### src/rtl/div_result_fifo.sv
// Result buffer behind general_divider: captures each quotient/remainder pair on the
// rising edge of div_done and hands it to a valid/ready consumer, counting lost results.
module div_result_fifo #(
  parameter int WIDTH_A = 8,
  parameter int WIDTH_B = 4,
  parameter int DEPTH   = 4,
  parameter int CNT_W   = 8
) (
  input  logic                       clk,
  input  logic                       reset,
  input  logic [WIDTH_A-1:0]         div_q,
  input  logic [WIDTH_B-1:0]         div_r,
  input  logic                       div_done,
  output logic [WIDTH_A-1:0]         out_q,
  output logic [WIDTH_B-1:0]         out_r,
  output logic                       out_valid,
  input  logic                       out_ready,
  output logic [$clog2(DEPTH):0]     count,
  output logic                       full,
  output logic                       empty,
  output logic                       overflow,
  output logic [CNT_W-1:0]           drop_cnt,
  input  logic                       clear_ovf
);

  localparam int PTR_W = $clog2(DEPTH);
  localparam int DW    = WIDTH_A + WIDTH_B;
  localparam logic [PTR_W:0]   FULL_CNT = (PTR_W + 1)'(DEPTH);
  localparam logic [CNT_W-1:0] DROP_MAX = '1;

  logic [DW-1:0]    mem [DEPTH];
  logic [PTR_W-1:0] wr_ptr;
  logic [PTR_W-1:0] rd_ptr;
  logic [PTR_W-1:0] rd_ptr_next;
  logic             done_d;
  logic             push;
  logic             pop;
  logic             do_write;
  logic             drop;
  logic [DW-1:0]    head_next;

  // Status flags come only from the registered count, so out_ready never reaches them.
  assign empty     = (count == '0);
  assign full      = (count == FULL_CNT);
  assign out_valid = ~empty;

  assign push     = div_done & ~done_d;
  assign pop      = out_valid & out_ready;
  assign do_write = push & (~full | pop);
  assign drop     = push & full & ~pop;

  assign rd_ptr_next = pop ? rd_ptr + PTR_W'(1) : rd_ptr;

  // The head register must see a same-cycle write into the slot it is about to present,
  // which is what gives the one-cycle latency into an empty FIFO.
  always_comb begin
    head_next = mem[rd_ptr_next];
    if (do_write && (wr_ptr == rd_ptr_next)) begin
      head_next = {div_q, div_r};
    end
  end

  always_ff @(posedge clk) begin
    if (do_write) begin
      mem[wr_ptr] <= {div_q, div_r};
    end
  end

  always_ff @(posedge clk or negedge reset) begin
    if (!reset) begin
      done_d <= 1'b0;
      wr_ptr <= '0;
      rd_ptr <= '0;
      count  <= '0;
      out_q  <= '0;
      out_r  <= '0;
    end else begin
      done_d <= div_done;
      rd_ptr <= rd_ptr_next;
      if (do_write) begin
        wr_ptr <= wr_ptr + PTR_W'(1);
      end
      if (do_write && !pop) begin
        count <= count + (PTR_W + 1)'(1);
      end else if (!do_write && pop) begin
        count <= count - (PTR_W + 1)'(1);
      end
      out_q <= head_next[DW-1:WIDTH_B];
      out_r <= head_next[WIDTH_B-1:0];
    end
  end

  // A drop in the same cycle as clear_ovf restarts the tally at one rather than zero.
  always_ff @(posedge clk or negedge reset) begin
    if (!reset) begin
      overflow <= 1'b0;
      drop_cnt <= '0;
    end else if (drop) begin
      overflow <= 1'b1;
      if (clear_ovf) begin
        drop_cnt <= CNT_W'(1);
      end else if (drop_cnt != DROP_MAX) begin
        drop_cnt <= drop_cnt + CNT_W'(1);
      end
    end else if (clear_ovf) begin
      overflow <= 1'b0;
      drop_cnt <= '0;
    end
  end

endmodule

### config.mk
export PLATFORM = sky130hd
export DESIGN_NAME = div_result_fifo
export DESIGN_NICKNAME = d
export VERILOG_FILES = /design/src/rtl/div_result_fifo.sv
export SDC_FILE = /design/constraint.sdc
export NUM_CORES = 1
export LEC_CHECK = 0
export ABC_AREA = 1
export CORE_MARGIN = 5
export CORE_UTILIZATION = 55
export DETAILED_ROUTE_END_ITERATION = 7
export PLACE_DENSITY_LB_ADDON = 0.05
export SLEW_MARGIN = 20
export SYNTH_ARGS = -nofsm -noshare
export SYNTH_HDL_FRONTEND = slang
export SYNTH_SLANG_ARGS = --single-unit
### constraint.sdc
create_clock -name clk -period 6.76 [get_ports clk]
set_clock_uncertainty 0.15 [all_clocks]
set_input_delay 2.028 -clock clk [delete_from_list [all_inputs] [get_ports clk]]
set_output_delay 2.028 -clock clk [all_outputs]
set_load 0.03 [all_outputs]
=== Word-level counts from Yosys, hierarchy flattened ===
Memory sizes are Yosys's and may differ from the RTL's. A register that Yosys moved wholly into a read port is not among the register bits.
Index checks and enable logic that the tools add are counted.

* Register bits after elaboration: 17
* Memory bits (writable): 48
* Logic and storage cells: 45
* Memories: 1

{| class="wikitable"
|+ Memory list
! name !! words !! width !! rd ports !! clocked after memory_dff !! write ports !! RTL line !! text
|-
| mem || 4 || 12 || 1 || 1 || 1 || 31 || <nowiki>logic [DW-1:0] mem [DEPTH];</nowiki>
|}

* Add/subtract/negate cells: 5
* Eq/ne operators: 2
* Multiplexer cells: 11
* Bitwise logic cells: 10
* Reduce and logical (&&, ||, !) cells: 10

{| class="wikitable"
|+ Operators with widths
! operator !! number
|-
| 8-bit two-way mux || 4
|-
| 8-bit by 1-bit adder with 8-bit output, second input constant || 1
|-
| 8-bit != test, second input constant || 1
|-
| 3-bit two-way mux || 2
|-
| 2-bit nonzero test || 3
|-
| 1-bit bitwise AND || 5
|-
| 2-bit by 1-bit adder with 2-bit output, second input constant || 2
|-
| 1-bit two-way mux || 4
|-
| 1-bit NOT || 4
|-
| 3-bit by 1-bit adder with 3-bit output, second input constant || 1
|-
| 3-bit == test, second input constant || 1
|-
| 1-bit logical NOT || 3
|-
| 3-bit logical NOT || 1
|-
| 3-bit by 1-bit subtractor with 3-bit output, second input constant || 1
|-
| 1-bit logical AND || 2
|-
| 2-bit two-way mux || 1
|-
| 2-bit AND reduction || 1
|-
| 1-bit bitwise OR || 1
|}

=== Logic depth before layout (Yosys ltp) ===
Gate-level depths: netlist of the first run.

* Depth in word-level cells: 9
* Depth in mapped cells: 12
* Mapped depth without buffers: 11

=== Least setup slack after synthesis of the first run ===
OpenSTA, ideal clock, no wires.

* Path type: input port to flip-flop
* From: input port div_done
* To: register count[2]
* Setup time: 0.131 ns
* Arrival: 3.582 ns
* Data required time: 6.479 ns
* Slack: 2.897 ns
* Stages: 11
* Path buffers: 1
* Path through: inv_1 > nor2_1 > nand2_2 > inv_2 > buf_2 > ha_1 > inv_1 > fa_1 > a21oi_1 > o21ai_0 > xor2_1

* Longest elaborated chain between the ends: 5
* Elaborated cells between the ends (all ways): 7
* Those cells by class: mux: 1; bitwise: 2; reduce/logical: 4

{| class="wikitable"
|+ Ends and longest elaborated chain
! what !! RTL line !! text
|-
| start, declared || 13 || <nowiki>input logic div_done,</nowiki>
|-
| 1-bit bitwise AND (*) || 47 || <nowiki>assign push = div_done & ~done_d;</nowiki>
|-
| 1-bit bitwise AND (*) || 49 || <nowiki>assign do_write = push & (~full | pop);</nowiki>
|-
| net do_write || 38 || <nowiki>logic do_write;</nowiki>
|-
| 1-bit logical NOT || 85 || <nowiki>end else if (!do_write && pop) begin</nowiki>
|-
| 1-bit logical AND || 85 ||
|-
| 2-bit nonzero test (no source line) || - ||
|-
| end signal, assigned || 84 || <nowiki>count <= count + (PTR_W + 1)'(1);</nowiki>
|-
| end signal, assigned || 86 || <nowiki>count <= count - (PTR_W + 1)'(1);</nowiki>
|-
| end, declared || 18 || <nowiki>output logic [$clog2(DEPTH):0] count,</nowiki>
|}

Mark *: on every way through the listed nets, which the timed path passes. The rest lies on a longest branch.
A chain may end at the register's enable or synchronous reset.

=== Final worst setup path of the first run ===
* From: input port div_done
* To: register count[2]

* Longest elaborated chain between the ends: 5
* Elaborated cells between the ends (all ways): 7
* Those cells by class: mux: 1; bitwise: 2; reduce/logical: 4

{| class="wikitable"
|+ Ends and longest elaborated chain
! what !! RTL line
|-
| 1-bit bitwise AND (*) || 47
|-
| 1-bit bitwise AND (*) || 49
|-
| 1-bit logical NOT || 85
|-
| 1-bit logical AND || 85
|-
| 2-bit nonzero test (no source line) || -
|}

Mark *: on every way between the ends. The rest lies on a longest branch, timed or not.

==> qor.yml, run 1 <==
place.gp.congestion: 0.907
worst_setup_path_end_kind: "flip-flop"
arrival_ns: 4.23
synthArstFlopShare_pct: 37.7
first_pass_iters: 5
synth_edf_count: 48
syn-mean-instance-area_um2: 9.83
syn_area_um2: 3660
status: "complete, no violations"
clkSinkCount: 77
post_drt_wl_per_cell_um: 14.7
mostFrequentLayoutCells: "nand2_1 (85), inv_1 (68), nand3_1 (61)"
cts_tree: "yes"
crit_path_end: "count[2]"
core_um2: 6420
ioPinCount: 44
power.density_nw_per_um2: 402
cts_setup_buffers: 0
start_util_pct: 57.1
fin_nets: 441
syn-num-nets: 397
place_inst: 483
r2r_cells: 8
die_x_um: 91.6
n_fill_cell: 505
tightestPinTransition_ns: 0.713
pre_cts_ws_ns: 2.28
port_buffers: 43
required_ns: 6.83
drc: 0
crit_top_cell: "inv_1"
worstReg2RegStart: "count[0]"
critPathMaxFanout: 16
finalCriticalPeriod_ns: 4.16
clockBufferDepth: 2
finalHoldViolations: 0
relSlewSlack_pct: 52.4
avgViaCountPerCell: 5.33
via_count: 2659
hold_buffers: 0
hp-class: "reg2reg"
slowest_delay_ns: 0.47
synthFlopType: "edfxtp_1"
routed_wl_mm: 7.35
hold_path_depth: 2
rrSetupSlack_ns: 4.26
setup_viol: 0
syn_inst: 373
root_buffer: "clkbuf_8"
dieArea_um2: 8400
cts_resized: 0
grt_max_degree: 30
ant_nets: 0
track_usage_pct: 19.0
synth_warnings: 0
gr-total-overflow: 0
areaGrowthSynthToFinish_pct: 18.0
setup_ws_ns: 2.60
diodes: 0
clk_pin_slew_ns: 0.08
numCtsBuffers: 9
reg2reg_to: "count[1]"
grt_pass1_wl_mm: 12.6
slowest_stage: "clkdlybuf4s50_1"
fin_setup_tns_ns: 0
crit_start: "div_done"
period_share_pct: 61.5
irDropWorstVdd_mv: 0.242
synth_seq_cells: 77
crit_path_cell_trace: "clkdlybuf4s50_1 -> inv_1 -> nor2_1 -> nand2_2 -> inv_2 -> ha_1 -> inv_1 -> fa_1 -> a21oi_1 -> o21ai_0 -> xor2_1"
grt_pass1_vias: 2656
antenna_found_initial: 0
ys_seq_area_share_pct: 59.1
die_h_um: 91.6
synthDistinctLibCells: 29
rsz0062_at_grt: "no"
clk-insertion-delay-late_ns: 0.34
startpoint_type: "primary input"
layout-drive-gt1-share_pct: 10.2
stdcell_count: 499
dp_hpwl_mm: 4.68
p_total_uw: 1740
leakage_uw: 0.00197
layout_commonest_cell: "nand2_1"
htree_levels: 3
drt-initial-drc-count: 166
path_class: "in2reg"
final_util_pct: 67.3
slew_viol_final: 0
max-cap-violations: 0
row_count: 29
clock.fmax_ghz: 0.240
power breakdown:
group	internal, uW	switching [uW]	total, uW
combinational	253	515	768
sequential	596	39.8	635
clock	168	166	334
through the flow:
step	instance area [um^2]	hold slack, ns
after floorplan	3660	0.393
after global placement	4130	0.315
after detailed placement	4130	0.326
after CTS	4320	0.345
after global routing	4320	0.402
final	4320	0.341
synth_stat cells (2+ instances only):
| cell type | number | area [um^2] |
|---|---|---|
| nor2_1 | 7 | 26.3 |
| nand2_2 | 6 | 37.5 |
| a21oi_1 | 3 | 15.0 |
| buf_4 | 6 | 45.0 |
| buf_2 | 5 | 25.0 |
| ha_1 | 6 | 75.1 |
| inv_1 | 68 | 255 |
| nor3_1 | 2 | 10.0 |
| nand2_1 | 85 | 319 |
| o21ai_1 | 2 | 10.0 |
| nand2_8 | 3 | 60.1 |
| edfxtp_1 | 48 | 1440 |
| o21ai_0 | 5 | 25.0 |
| xor2_1 | 3 | 26.3 |
| dfrtp_1 | 29 | 726 |
| nand4_1 | 16 | 100 |
| inv_2 | 5 | 18.8 |
| nand3_1 | 61 | 305 |
| nand2_4 | 3 | 33.8 |
sequential cells by signal, summed over array words and instances (netlist names):
register  cells
mem          48
wr_ptr        2
done_d        1
overflow      1
out_q         8
count         3
drop_cnt      8
rd_ptr        2
out_r         4
layout make-up:
| class | instances | area, um^2 | share of cell area [%] |
|---|---|---|---|
| clock buffers | 9 | 124 | 2.87 |
| inverters | 73 | 274 | 6.34 |
| repair buffers | 45 | 445 | 10.3 |
| well taps | 77 | 96.3 | 2.23 |
| clock inverters | 7 | 66.3 | 1.53 |
| multi-input cells | 211 | 1150 | 26.6 |
| flip-flops and latches | 77 | 2170 | 50.1 |
worst min path at each step:
stage | start | to | slack [ns]
5_1_grt | overflow | overflow | 0.40
3_3_place_gp | overflow | overflow | 0.31
3_5_place_dp | overflow | overflow | 0.33
4_1_cts | overflow | overflow | 0.35
2_1_floorplan | done_d | overflow | 0.39
6_report | overflow | overflow | 0.34
routing by layer:
metal  share of wire [%]  global-route usage (%)  vias up
met1                  42                    24.0     1249
met5                   0                       0        -
met2                  50                    31.2       91
met4                 2.2                    9.92        0
li1                    -                       -     1302
met3                 6.0                    3.52       17
kinds of logic (layout without fill, tap and decap cells):
family	count (synthesis)	count (layout)	synth area share, %
xor gates and xnor gates	4	4	0.956
DFF	77	77	59.1
muxes	1	1	0.307
and+or+nand+nor	188	188	25.7
buffers and inverters	85	134	9.70
adders and majority gates	7	7	2.59
AOI/OAI and AO/OA	11	11	1.57
critical path, delay by kind of cell:
kind / cells / cell delay (ns)
xor gates and xnor gates: 1 / 0.15
and+or+nand+nor: 2 / 0.33
buffers and inverters: 4 / 0.89
adders and majority gates: 2 / 0.58
AOI/OAI and AO/OA: 2 / 0.24
Note: power is estimated with default switching activity, not from simulation.
==> run 2: changes to the inputs <==
--- a/config.mk
+++ b/config.mk
@@ -7,7 +7,7 @@
 export LEC_CHECK = 0
 export ABC_AREA = 1
 export CORE_MARGIN = 5
-export CORE_UTILIZATION = 55
+export CORE_UTILIZATION = 50
 export DETAILED_ROUTE_END_ITERATION = 7
 export PLACE_DENSITY_LB_ADDON = 0.05
 export SLEW_MARGIN = 20
==> constraint.sdc (replaced) <==
create_clock -name clk -period 3.6 [get_ports clk]
set_clock_uncertainty 0.15 [all_clocks]
set_input_delay 1.08 -clock clk [delete_from_list [all_inputs] [get_ports clk]]
set_output_delay 1.08 -clock clk [all_outputs]
set_load 0.03 [all_outputs]
==> run 2 against run 1 <==
Non-clock buffer count rose by 6. Sequential cell count unchanged. Register-to-register slack worse by 2.9 ns. Highest routed layer unchanged. Count of clock-buffer cells in the layout grew 2.
==> qor.yml, run 2 (synthesized netlist as in run 1, its figures left out) <==
fin_nets: 447
hold_buffers: 0
drt-initial-drc-count: 199
ioPinCount: 44
hp-class: "reg2reg"
irDropWorstVdd_mv: 0.276
power.switching_uw: 1350
start_util_pct: 51.1
core_um2: 7180
areaGrowthSynthToFinish_pct: 19.8
post_drt_wl_per_cell_um: 14.0
largest_reg_flops: 48
fin_setup_tns_ns: 0
worst_setup_path_end_kind: "output pin"
clockBufferDepth: 2
ant_nets: 0
drc: 0
p_total_uw: 3300
grt_max_degree: 30
clk_pin_slew_ns: 0.08
via_count: 2609
grt_pass1_wl_mm: 12.4
antenna_found_initial: 0
grt_pass1_vias: 2557
arrival_ns: 1.84
intPower_uw: 1940
clk-insertion-delay-late_ns: 0.36
whs_ns: 0.336
rsz0062_at_grt: "no"
reg_top3: "mem: 48 flops, drop_cnt: 8 flops, out_q: 8 flops"
gr-total-overflow: 0
relSlewSlack_pct: 73.0
clock.fmax_ghz: 0.326
crit_path_cell_trace: "nor3_2 -> clkdlybuf4s50_1"
numCtsBuffers: 9
pre_cts_ws_ns: 0.356
row_count: 31
layout_commonest_cell: "nand2_1"
cts_tree: "yes"
setup_viol: 0
leakage_uw: 0.00199
clockPowerShare_pct: 19.5
dp_hpwl_mm: 4.79
layout-drive-gt1-share_pct: 10.3
power.density_nw_per_um2: 751
setup_ws_ns: 0.528
tightestPinTransition_ns: 0.405
finalHoldViolations: 0
path_class: "reg2out"
finalCriticalPeriod_ns: 3.07
slew_viol_final: 0
status: "complete, no violations"
required_ns: 2.37
period_share_pct: 85.3
routed_wl_mm: 7.39
die_h_um: 95.6
fin_area_um2: 4390
die_x_um: 95.6
critPathMaxFanout: 5
switching_share_pct: 41.1
avgViaCountPerCell: 4.95
startpoint_type: "flip-flop"
regMostFlops: "mem"
slowest_delay_ns: 0.72
diodes: 0
first_pass_iters: 5
combPwrFrac_pct: 44.2
mostFrequentLayoutCells: "nand2_1 (85), inv_1 (68), nand3_1 (61)"
dieArea_um2: 9140
cts_setup_buffers: 0
port_buffers: 43
htree_levels: 3
seq_power_share_pct: 36.3
track_usage_pct: 18.1
place.gp.congestion: 0.783
max-cap-violations: 0
slowest_stage: "clkdlybuf4s50_1"
place_area_um2: 4200
root_buffer: "clkbuf_8"
cts_resized: 0
clkSinkCount: 77
==> run 2: cell count changes in the layout (fill, tap and decap cells not counted) <==
| cell | before | now |
|---|---|---|
| nor2_2 | 4 | 1 |
| buf_4 | 2 | 8 |
| clkbuf_1 | 0 | 2 |
| clkinvlp_4 | 1 | 3 |
| nor2_1 | 4 | 7 |
| clkinv_2 | 4 | 0 |
==> run 2: critical path, delay by kind of cell (launching register included) <==
kind                   cells  cell delay (ns)
AND/OR/NAND/NOR            1             0.30
flip-flops                 1             0.46
buffers and inverters      1             0.72
==> run 2: metrics by stage <==
stage	utilization, %	cells
2_1_floorplan	-	373
3_3_place_gp	58.5	511
3_5_place_dp	58.5	511
4_1_cts	61.2	527
5_1_grt	61.2	527
6_report	61.2	527
==> run 2: path summary, 6_finish.rpt <==
kind,start,to,cells after the start,slack (ns)
worst max-delay path,count[0],full,2,0.53
worst min register to register,overflow,overflow,2,0.34
worst min-delay path,overflow,overflow,2,0.34
min in group asynchronous,reset,drop_cnt[4],2,0.97
worst max register to register,count[0],count[1],8,1.34
max in group asynchronous,reset,out_q[3],2,2.03
==> run 2: final cells by class <==
type                       count  area, um^2
inverter                      73         274
multi-input combinational    211        1140
fill                         612        2790
clock buffer                  11         131
sequential                    77        2170
tap                           99         124
clock inverter                 5        61.3
timing repair buffer          51         490
==> run 2: power by group through the flow <==
stage                     clock network (uW)  registers, uW  logic (uW)
after floorplan                            0           1390         871
after global placement                     0           1220        1460
after detailed placement                   0           1220        1460
after CTS                                648           1200        1470
after global routing                     689           1220        1620
final                                    643           1200        1460
==> run 2: per-layer routing <==
metal	share of wire [%]	track usage (%)	vias to the layer above
met5	0	0	-
li1	-	-	1313
met2	50	32.2	62
met1	43	21.3	1224
met4	1.9	8.53	0
met3	4.6	2.92	10
==> run 3: changes to the inputs <==
--- a/config.mk
+++ b/config.mk
@@ -8,6 +8,7 @@
 export ABC_AREA = 1
 export CORE_MARGIN = 5
 export CORE_UTILIZATION = 50
+export CTS_CLUSTER_SIZE = 14
 export DETAILED_ROUTE_END_ITERATION = 7
 export PLACE_DENSITY_LB_ADDON = 0.05
 export SLEW_MARGIN = 20
==> results of run 3 <==
Same layout as run 2: the final DEF is identical, and so are final timing and power.
